[src/rtl/lfsr_pkg.sv]
// Shared definitions for the framed CRC engine: FSM encoding, keep-mask
// decoding and the Ethernet CRC-32 residue constant.
package lfsr_pkg;

  typedef enum logic [1:0] {
    IDLE,
    BODY,
    HOLD
  } frame_state_t;

  localparam logic [31:0] ETH_RESIDUE = 32'h2144df1c;

  // Length of the run of set bits starting at lane 0; 0 when lane 0 is clear.
  function automatic int keep_lanes(input logic [63:0] keep, input int width);
    int n;
    n = 0;
    for (int i = 0; i < 64; i++) begin
      if (i >= width || !keep[i]) break;
      n++;
    end
    return n;
  endfunction

endpackage

[src/rtl/lfsr.sv]
// Combinational LFSR/CRC next-state: advances state_in by every bit of data_in,
// lane 0 first, in either Galois or Fibonacci form.
module lfsr #(
  parameter int                    LFSR_WIDTH  = 32,
  parameter logic [LFSR_WIDTH-1:0] LFSR_POLY   = 32'h04c11db7,
  parameter string                 LFSR_CONFIG = "GALOIS",
  parameter int                    REVERSE     = 1,
  parameter int                    DATA_WIDTH  = 8,
  parameter string                 STYLE       = "AUTO"
) (
  input  logic [DATA_WIDTH-1:0] data_in,
  input  logic [LFSR_WIDTH-1:0] state_in,
  output logic [LFSR_WIDTH-1:0] state_out
);

  localparam int IN_W = LFSR_WIDTH + DATA_WIDTH;

  function automatic logic [LFSR_WIDTH-1:0] step(input logic [LFSR_WIDTH-1:0] st_in,
                                                 input logic [DATA_WIDTH-1:0] d);
    logic [LFSR_WIDTH-1:0] st;
    logic b, fb;
    st = st_in;
    for (int i = 0; i < DATA_WIDTH; i++) begin
      b = (REVERSE != 0) ? d[i] : d[(i / 8) * 8 + 7 - (i % 8)];
      if (LFSR_CONFIG == "FIBONACCI") begin
        fb = b ^ st[LFSR_WIDTH-1] ^ (^(st[LFSR_WIDTH-2:0] & LFSR_POLY[LFSR_WIDTH-1:1]));
        st = {st[LFSR_WIDTH-2:0], fb};
      end else begin
        fb = b ^ st[LFSR_WIDTH-1];
        st = {st[LFSR_WIDTH-2:0], 1'b0} ^ (fb ? LFSR_POLY : '0);
      end
    end
    return st;
  endfunction

  // The update is linear, so each output bit is the parity of a fixed input mask.
  function automatic logic [LFSR_WIDTH-1:0][IN_W-1:0] build_masks();
    logic [IN_W-1:0]                  v;
    logic [LFSR_WIDTH-1:0]            o;
    logic [LFSR_WIDTH-1:0][IN_W-1:0]  m;
    m = '0;
    for (int j = 0; j < IN_W; j++) begin
      v    = '0;
      v[j] = 1'b1;
      o    = step(v[LFSR_WIDTH-1:0], v[IN_W-1:LFSR_WIDTH]);
      for (int i = 0; i < LFSR_WIDTH; i++) m[i][j] = o[i];
    end
    return m;
  endfunction

  if (STYLE == "LOOP") begin : g_loop
    assign state_out = step(state_in, data_in);
  end else begin : g_reduction
    localparam logic [LFSR_WIDTH-1:0][IN_W-1:0] MASKS = build_masks();
    for (genvar i = 0; i < LFSR_WIDTH; i++) begin : g_bit
      assign state_out[i] = ^({data_in, state_in} & MASKS[i]);
    end
  end

endmodule

[src/rtl/lfsr_crc_frame.sv]
// Framed multi-lane CRC generator/checker: one result per frame on a
// valid/ready stream, with partial last beats selected by a byte keep mask.
module lfsr_crc_frame
  import lfsr_pkg::*;
#(
  parameter int                    LFSR_WIDTH    = 32,
  parameter logic [LFSR_WIDTH-1:0] LFSR_POLY     = 32'h04c11db7,
  parameter logic [LFSR_WIDTH-1:0] LFSR_INIT     = '1,
  parameter string                 LFSR_CONFIG   = "GALOIS",
  parameter int                    REVERSE       = 1,
  parameter int                    INVERT        = 1,
  parameter int                    KEEP_WIDTH    = 8,
  parameter logic [LFSR_WIDTH-1:0] CHECK_RESIDUE = ETH_RESIDUE,
  parameter string                 STYLE         = "AUTO"
) (
  input  logic                    clk,
  input  logic                    rst_n,
  input  logic [8*KEEP_WIDTH-1:0] s_data,
  input  logic [KEEP_WIDTH-1:0]   s_keep,
  input  logic                    s_last,
  input  logic                    s_valid,
  output logic                    s_ready,
  output logic [LFSR_WIDTH-1:0]   m_crc,
  output logic                    m_crc_ok,
  output logic                    m_keep_err,
  output logic                    m_valid,
  input  logic                    m_ready
);

  localparam int CNT_W = $clog2(KEEP_WIDTH + 1);

  frame_state_t          state, state_next;
  logic [LFSR_WIDTH-1:0] crc_q, crc_in, crc_next, crc_fmt;
  logic [LFSR_WIDTH-1:0] lane_out [KEEP_WIDTH];
  logic [CNT_W-1:0]      lane_cnt;
  logic [KEEP_WIDTH-1:0] lane_mask;
  logic                  accept, frame_start, beat_err, err_q, frame_err;

  assign m_valid     = (state == HOLD);
  assign s_ready     = rst_n && !(m_valid && !m_ready);
  assign accept      = s_valid && s_ready;
  // A frame opens on any beat accepted outside BODY, so back-to-back frames
  // seed from LFSR_INIT without an idle cycle.
  assign frame_start = (state != BODY);
  assign crc_in      = frame_start ? LFSR_INIT : crc_q;

  for (genvar i = 0; i < KEEP_WIDTH; i++) begin : g_lane
    lfsr #(
      .LFSR_WIDTH (LFSR_WIDTH),
      .LFSR_POLY  (LFSR_POLY),
      .LFSR_CONFIG(LFSR_CONFIG),
      .REVERSE    (REVERSE),
      .DATA_WIDTH (8 * (i + 1)),
      .STYLE      (STYLE)
    ) u_lfsr (
      .data_in  (s_data[8*(i+1)-1:0]),
      .state_in (crc_in),
      .state_out(lane_out[i])
    );
  end

  // NOTE: every always_comb output gets a default before any branch so no latch is inferred.
  always_comb begin
    lane_cnt  = CNT_W'(keep_lanes(64'(s_keep), KEEP_WIDTH));
    lane_mask = '0;
    crc_next  = crc_in;
    for (int i = 0; i < KEEP_WIDTH; i++) begin
      lane_mask[i] = (i < int'(lane_cnt));
      if (int'(lane_cnt) == i + 1) crc_next = lane_out[i];
    end
    beat_err  = s_last ? (lane_cnt == '0 || s_keep != lane_mask) : (s_keep != '1);
    frame_err = (frame_start ? 1'b0 : err_q) | beat_err;
    for (int i = 0; i < LFSR_WIDTH; i++)
      crc_fmt[i] = (REVERSE != 0) ? crc_next[LFSR_WIDTH-1-i] : crc_next[i];
    if (INVERT != 0) crc_fmt = ~crc_fmt;
  end

  always_comb begin
    state_next = state;
    if (accept)                       state_next = s_last ? HOLD : BODY;
    else if (state == HOLD && m_ready) state_next = IDLE;
  end

  // NOTE: sequential state uses non-blocking assignments so every register samples pre-edge values.
  always_ff @(posedge clk) begin
    if (!rst_n) begin
      state      <= IDLE;
      crc_q      <= LFSR_INIT;
      err_q      <= 1'b0;
      m_crc      <= '0;
      m_crc_ok   <= 1'b0;
      m_keep_err <= 1'b0;
    end else begin
      state <= state_next;
      if (accept) begin
        crc_q <= crc_next;
        err_q <= frame_err;
        if (s_last) begin
          m_crc      <= crc_fmt;
          m_crc_ok   <= (crc_fmt == CHECK_RESIDUE);
          m_keep_err <= frame_err;
        end
      end
    end
  end

endmodule

[config.mk]
export PLATFORM = sky130hd
export DESIGN_NAME = lfsr_crc_frame
export DESIGN_NICKNAME = d
export VERILOG_FILES = /design/src/rtl/lfsr_pkg.sv /design/src/rtl/lfsr.sv /design/src/rtl/lfsr_crc_frame.sv
export SDC_FILE = /design/constraint.sdc
export NUM_CORES = 2
export LEC_CHECK = 0
export BUFFER_PORTS_ARGS = -buffer_cell sky130_fd_sc_hd__buf_2
export CORE_MARGIN = 10
export CORE_UTILIZATION = 55
export CTS_CLUSTER_SIZE = 14
export DETAILED_ROUTE_END_ITERATION = 8
export HOLD_SLACK_MARGIN = 0.05
export PLACE_DENSITY = 0.75
export SLEW_MARGIN = 0
export SYNTH_ARGS = -nofsm -noshare
export SYNTH_HDL_FRONTEND = slang
export SYNTH_SLANG_ARGS = --single-unit
[constraint.sdc]
create_clock -name clk -period 7.1 [get_ports clk]
set_clock_uncertainty 0.1 [all_clocks]
set_input_delay 0.355 -clock clk [delete_from_list [all_inputs] [get_ports clk]]
set_output_delay 0.355 -clock clk [all_outputs]
set_load 0.05 [all_outputs]
## Word-level counts from Yosys, hierarchy flattened

Index checks and enable logic that the tools add are counted.

- Register bits after elaboration: 69
- Output and inout bits: 36
- Word-level logic and storage cells: 4475

- Add/sub/neg operators: 63
- Magnitude comparators: 8
- Equality and inequality tests: 13
- Multiplexer cells: 4117
- Bitwise gates (word level): 2
- Reduce and logical (&&, ||, !) cells: 266

Operator list:

| operator | count |
|---|---|
| 2-to-1 mux 4 bit | 2079 |
| parity 96 bit | 32 |
| parity 88 bit | 32 |
| parity 80 bit | 32 |
| parity 72 bit | 32 |
| parity 64 bit | 32 |
| 2-to-1 mux 1 bit | 2026 |
| parity 56 bit | 32 |
| parity 48 bit | 32 |
| parity 40 bit | 32 |
| 2-to-1 mux 32 bit | 9 |
| adder 4 x 2 -> 4 bit (second input constant) | 62 |
| equality test 32 x 30 -> 1 bit (second input constant) | 1 |
| inverter 32 bit | 1 |
| equality test 4 bit (second input constant) | 5 |
| < comparator 3 x 4 -> 1 bit (first input constant) | 4 |
| equality test 4 x 3 -> 1 bit (second input constant) | 2 |
| < comparator 1 x 4 -> 1 bit (first input constant) | 2 |
| < comparator 2 x 4 -> 1 bit (first input constant) | 2 |
| != test 8 bit | 1 |
| != test 8 bit (second input constant) | 1 |
| 2-to-1 mux 2 bit | 3 |
| equality test 4 x 2 -> 1 bit (second input constant) | 1 |
| logical AND 1 bit | 4 |
| other kinds (9) | 10 |

## Logic depth before layout (Yosys ltp)

- Depth after elaboration: 2154
- Depth in mapped cells: 33
- Gate-level depth less buffers: 28

## Modules after synthesis

A second synthesis with hierarchy kept.

- Cell total of the unflattened synthesis: 3075
- Area total of the unflattened synthesis: 32867.8 um^2

Modules (own cells, without submodules):

| module | instances | cells each | area each (um^2) |
|---|---|---|---|
| lfsr_crc_frame | 1 | 1020 | 6915.4 |
| lfsr at g_lane[7].u_lfsr | 1 | 430 | 5367.6 |
| lfsr at g_lane[6].u_lfsr | 1 | 398 | 4828.4 |
| lfsr at g_lane[5].u_lfsr | 1 | 341 | 4160.2 |
| lfsr at g_lane[4].u_lfsr | 1 | 322 | 3886.2 |
| lfsr at g_lane[3].u_lfsr | 1 | 215 | 3204.3 |
| lfsr at g_lane[2].u_lfsr | 1 | 158 | 2105.8 |
| lfsr at g_lane[1].u_lfsr | 1 | 125 | 1443.9 |
| lfsr at g_lane[0].u_lfsr | 1 | 66 | 955.9 |

## Worst setup path after synthesis

No wires, ideal clock.

- Path kind: input to register
- From: input port s_keep[0]
- To: register m_crc_ok
- Arrival time: 6.539 ns
- Slack: 0.366 ns
- Cell stages on the path: 31
- Path buffers: 4
- Cell sequence: clkbuf_1 inv_1 ha_1 xor2_2 ha_1 nand2_1 o31ai_1 ha_1 nand2b_1 o21a_1 ha_1 mux2_2 ha_1 mux2_2 ha_1 a21boi_1 o2111ai_1 a2111o_1 o211a_1 buf_2 nand2_1 buf_2 buf_1 a31oi_1 o21ai_1 a221oi_1 o31ai_1 nand3_1 nor4_1 nand4_1 o41ai_2

RTL lines:

| element | RTL line | RTL |
|---|---|---|
| start: declaration | lfsr_crc_frame.sv:19 | `input logic [KEEP_WIDTH-1:0] s_keep,` |
| end signal: assignment | lfsr_crc_frame.sv:100 | `m_crc_ok <= (crc_fmt == CHECK_RESIDUE);` |
| end: declaration | lfsr_crc_frame.sv:24 | `output logic m_crc_ok,` |

==> results by group <==
Status
  – Outcome: finished with violations
  – Failing checks: design-rule violations, max-capacitance violations, max-slew violations

Drt
  – Starting DRT DRC Count: 8588
  – Avg WL per Cell: 48.68 um
  – Vias: between 30000 and 40000
  – Antenna viol nets, final: 0
  – Total iterations of the first detailed-routing run: 9
  – DRC: 663
  – Via/cell ratio: 7.499
  – DRT Wirelength: 223000 um

GRT
  – Antenna violations before repair: 11
  – Total grt overflow: 0
  – Vias in the first global route: approximately 30000
  – Maximum number of pins on one net before global-route repair: 71
  – Overall routing resource usage: 0.6412
  – First-pass GRT wire length: between 200000 and 300000 um

Power and ir drop
  – Internal: ~0.005 W
  – Gate power share: 0.926
  – Part of the power in the clock network: 0.032
  – Switching share of power: 0.6371
  – Sequential power share: 0.042
  – Peak supply drop: about 0.27 mV
  – Net Sw Power: 0.008801 W
  – Overall Power: 0.01381 W
  – Pleak: 12.72 nW
  – Cell Pwr Density: 402.3 nW/um^2

Critical path
  – Worst Reg-to-Reg Cells: 14
  – Worst R2R End: m_crc_ok
  – Slowest cell on crit path: o22ai_1
  – CP Class: in -> reg
  – CP arrival: 7120 ps
  – Worst EP required: 7240 ps
  – RR Startpoint: state[0]
  – Critical Path Max Stage Delay: between 300 and 400 ps
  – Endpoint class of the critical path: register
  – Cell mode on critical path: ha_1
  – CP bufs+invs: 4
  – Worst R2R Setup Slack: 750 ps
  – Startpoint Class: input pin
  – Crit-path leading delay family: compound AO/OA/AOI/OAI gates
  – Max Fanout on Critical Path: 20

Finish
  – Area of the multi-input gates: slightly below 30000 sq um
  – Register area: 1383 sq um
  – P&R area growth vs syn: 9.111%
  – # fillers: 5133
  – Final Instance Count excl. Fillers: 4581
  – Final Util: 0.6079
  – Share of layout cells above drive strength 1: 0.1555
  – Design area: 34340 sq um
  – Fin nets: 3893

Die
  – Full die area: 67200 sq um
  – Die width: about 260 um
  – Ports: around 110
  – Core box area: 56500 sq um
  – Initial Utilization: 0.5571
  – DIE HEIGHT: 259.2 um
  – Rows: 87

STA
  – Slew Limit Fails: 24
  – Fmax: 143.2 MHz
  – Fin crit share: 0.9837
  – Slew HR: -0.2750
  – Worst-Margin Slew: 1906 ps
  – Final Setup Violations: 0
  – Clock period minus worst slack: 6984 ps
  – Unrepaired setup endpoints after global routing: false
  – Final hold vios: 0
  – PnR worst setup slack: roughly 120 ps

Clock tree
  – CTS buffer count: 9
  – Maximum clock path buffer count: 2
  – Clk sink count: just under 70
  – CTS tree: yes
  – Clock transition at path regs: about 60 ps
  – H-tree depth: 3
  – Clock latency on the worst-skew pair: 330 ps
  – Root Buffer: clkbuf_16

Synthesis
  – Mapped Nets: 3744
  – Library cells used by synthesis: 87
  – Post-synth top area share: 0.4525
  – EDFF count, synth: 0
  – Yosys reg bits: 69
  – Synthesized area: ~31000 sq um
  – Largest cells by area after synthesis: xnor2_1, xor2_1, xnor3_1
  – Main synth FF type: dfxtp_1
  – Cells after synthesis: 3660
  – Register area share after synthesis: 0.04389
  – Async set-or-reset flop fraction in the synthesized netlist: 0
  – Synth area leader: xnor2_1
  – Yosys warns: 0
  – Syn avg cell area: 8.600 sq um

Placed design
  – Total placed cells including tap cells: 4552
  – Port buffer count: 112
  – Routability cong.: 1.415
  – Area post-placement: 33900 sq um
  – Worst slack, placed: -162.4 ps
  – DPL Wire Length: 174200 um

Hold path
  – HP Start: s_valid
  – Hold crit path type: in -> reg
  – Hold EP: state[1]
  – Hold depth: 3

Flow run
  – Max_cap viols: 9
-- stage by stage --
| step | TNS [ps] | hold WS [ps] |
|---|---|---|
| 6_report | 0 | 312.3 |
| 5_1_grt | 0 | 319.2 |
| 4_1_cts | 0 | 295.9 |
| 3_5_place_dp | -162.4 | 345.2 |
| 3_3_place_gp | -95.21 | 340.0 |
| 2_1_floorplan | 0 | 360.4 |
-- worst min-delay path: stages --
cell and delay, ps:
buf_2 140, a22oi_1 100, nor2b_1 110
-- cell usage after synthesis (10+ instances only) --
library cell,instances
inv_1,24
nor3_1,23
o2111ai_1,11
xor3_1,16
xnor2_2,54
xor2_1,412
nor3b_2,15
o21ai_1,25
buf_2,131
xnor2_4,12
buf_6,11
o211ai_1,10
xor2_2,27
o21ai_0,100
buf_4,23
a211oi_1,18
xnor2_1,1626
nor2_2,13
a22oi_1,20
nand3_1,59
nor2_1,215
xnor3_1,123
nor3b_1,22
buf_1,13
a31oi_1,23
clkbuf_1,67
a21oi_1,111
mux2i_1,17
o22ai_1,31
and2_1,12
dfxtp_1,69
and3b_1,10
nand2_1,165
-- sequential cells by signal, summed over array words and instances (netlist names) --
signal,count
crc_q,32
err_q,1
m_crc,32
m_crc_ok,1
m_keep_err,1
state,2
-- cell type report --
type	count	share of cell area
Antenna cell	11	0.0008015
Clock buffer	9	0.006558
Clock inverter	7	0.002150
Inverter	24	0.002623
Multi-Input combinational cell	3322	0.8434
Sequential cell	69	0.04026
Tap cell	756	0.02754
Timing Repair Buffer	383	0.07662
-- metal layers --
layer / routed length [um] / global-route usage
met1: 69890 / 0.6585
met2: 76330 / 0.7830
met3: 45480 / 0.5041
met4: 28880 / 0.5776
met5: 2436 / 0.3272
-- power groups by stage --
| stage | logic [W] | clock network [W] | registers, W |
|---|---|---|---|
| final | 0.0128 | 0.000449 | 0.000574 |
| after global routing | 0.0122 | 0.000469 | 0.000566 |
| after CTS | 0.0112 | 0.000449 | 0.000557 |
| after detailed placement | 0.0111 | 0 | 0.000564 |
| after global placement | 0.0112 | 0 | 0.000564 |
| after floorplan | 0.00683 | 0 | 0.000515 |
-- repair_timing --
| action | CTS | global route |
|---|---|---|
| gates resized for setup | 0 | 16 |
| hold buffers | 0 | 0 |
| setup buffers | 0 | 1 |
| setup endpoints to repair | 0 | 3 |
-- cell usage in the layout, fill, tap and decap left out, drive strengths merged, types with 9 or more instances in the layout --
master,count
a211oi,18
a21oi,111
a22oi,20
a31oi,23
and2,12
and3b,10
buf,383
clkbuf,9
dfxtp,69
diode,11
inv,26
mux2i,19
nand2,166
nand2b,9
nand3,61
nor2,234
nor3,23
nor3b,42
o2111ai,11
o211ai,10
o21ai,125
o22ai,31
xnor2,1692
xnor3,125
xor2,442
xor3,17
-- logic make-up after synthesis --
| logic type | after synthesis | share of synthesized area |
|---|---|---|
| xor gates and xnor gates | 2276 | 0.7245 |
| and+or+nand+nor | 589 | 0.09246 |
| AOI/OAI and AO/OA | 425 | 0.08463 |
| buffers and inverters | 269 | 0.04265 |
| DFF | 69 | 0.04389 |
| muxes | 25 | 0.009103 |
| adders and majority gates | 7 | 0.002783 |
-- worst max-delay path by stage --
stage,startpoint,end,cells after the start,slack (ps)
floorplan,s_keep[0],m_crc_ok,31,370
global placement,s_keep[0],m_crc_ok,29,-100
detailed placement,s_keep[0],m_crc_ok,29,-160
CTS,s_keep[0],m_crc_ok,29,150
global route,s_keep[0],m_crc_ok,31,5
finish,s_keep[0],m_crc_ok,29,120
(Power assumes the default switching activity.)
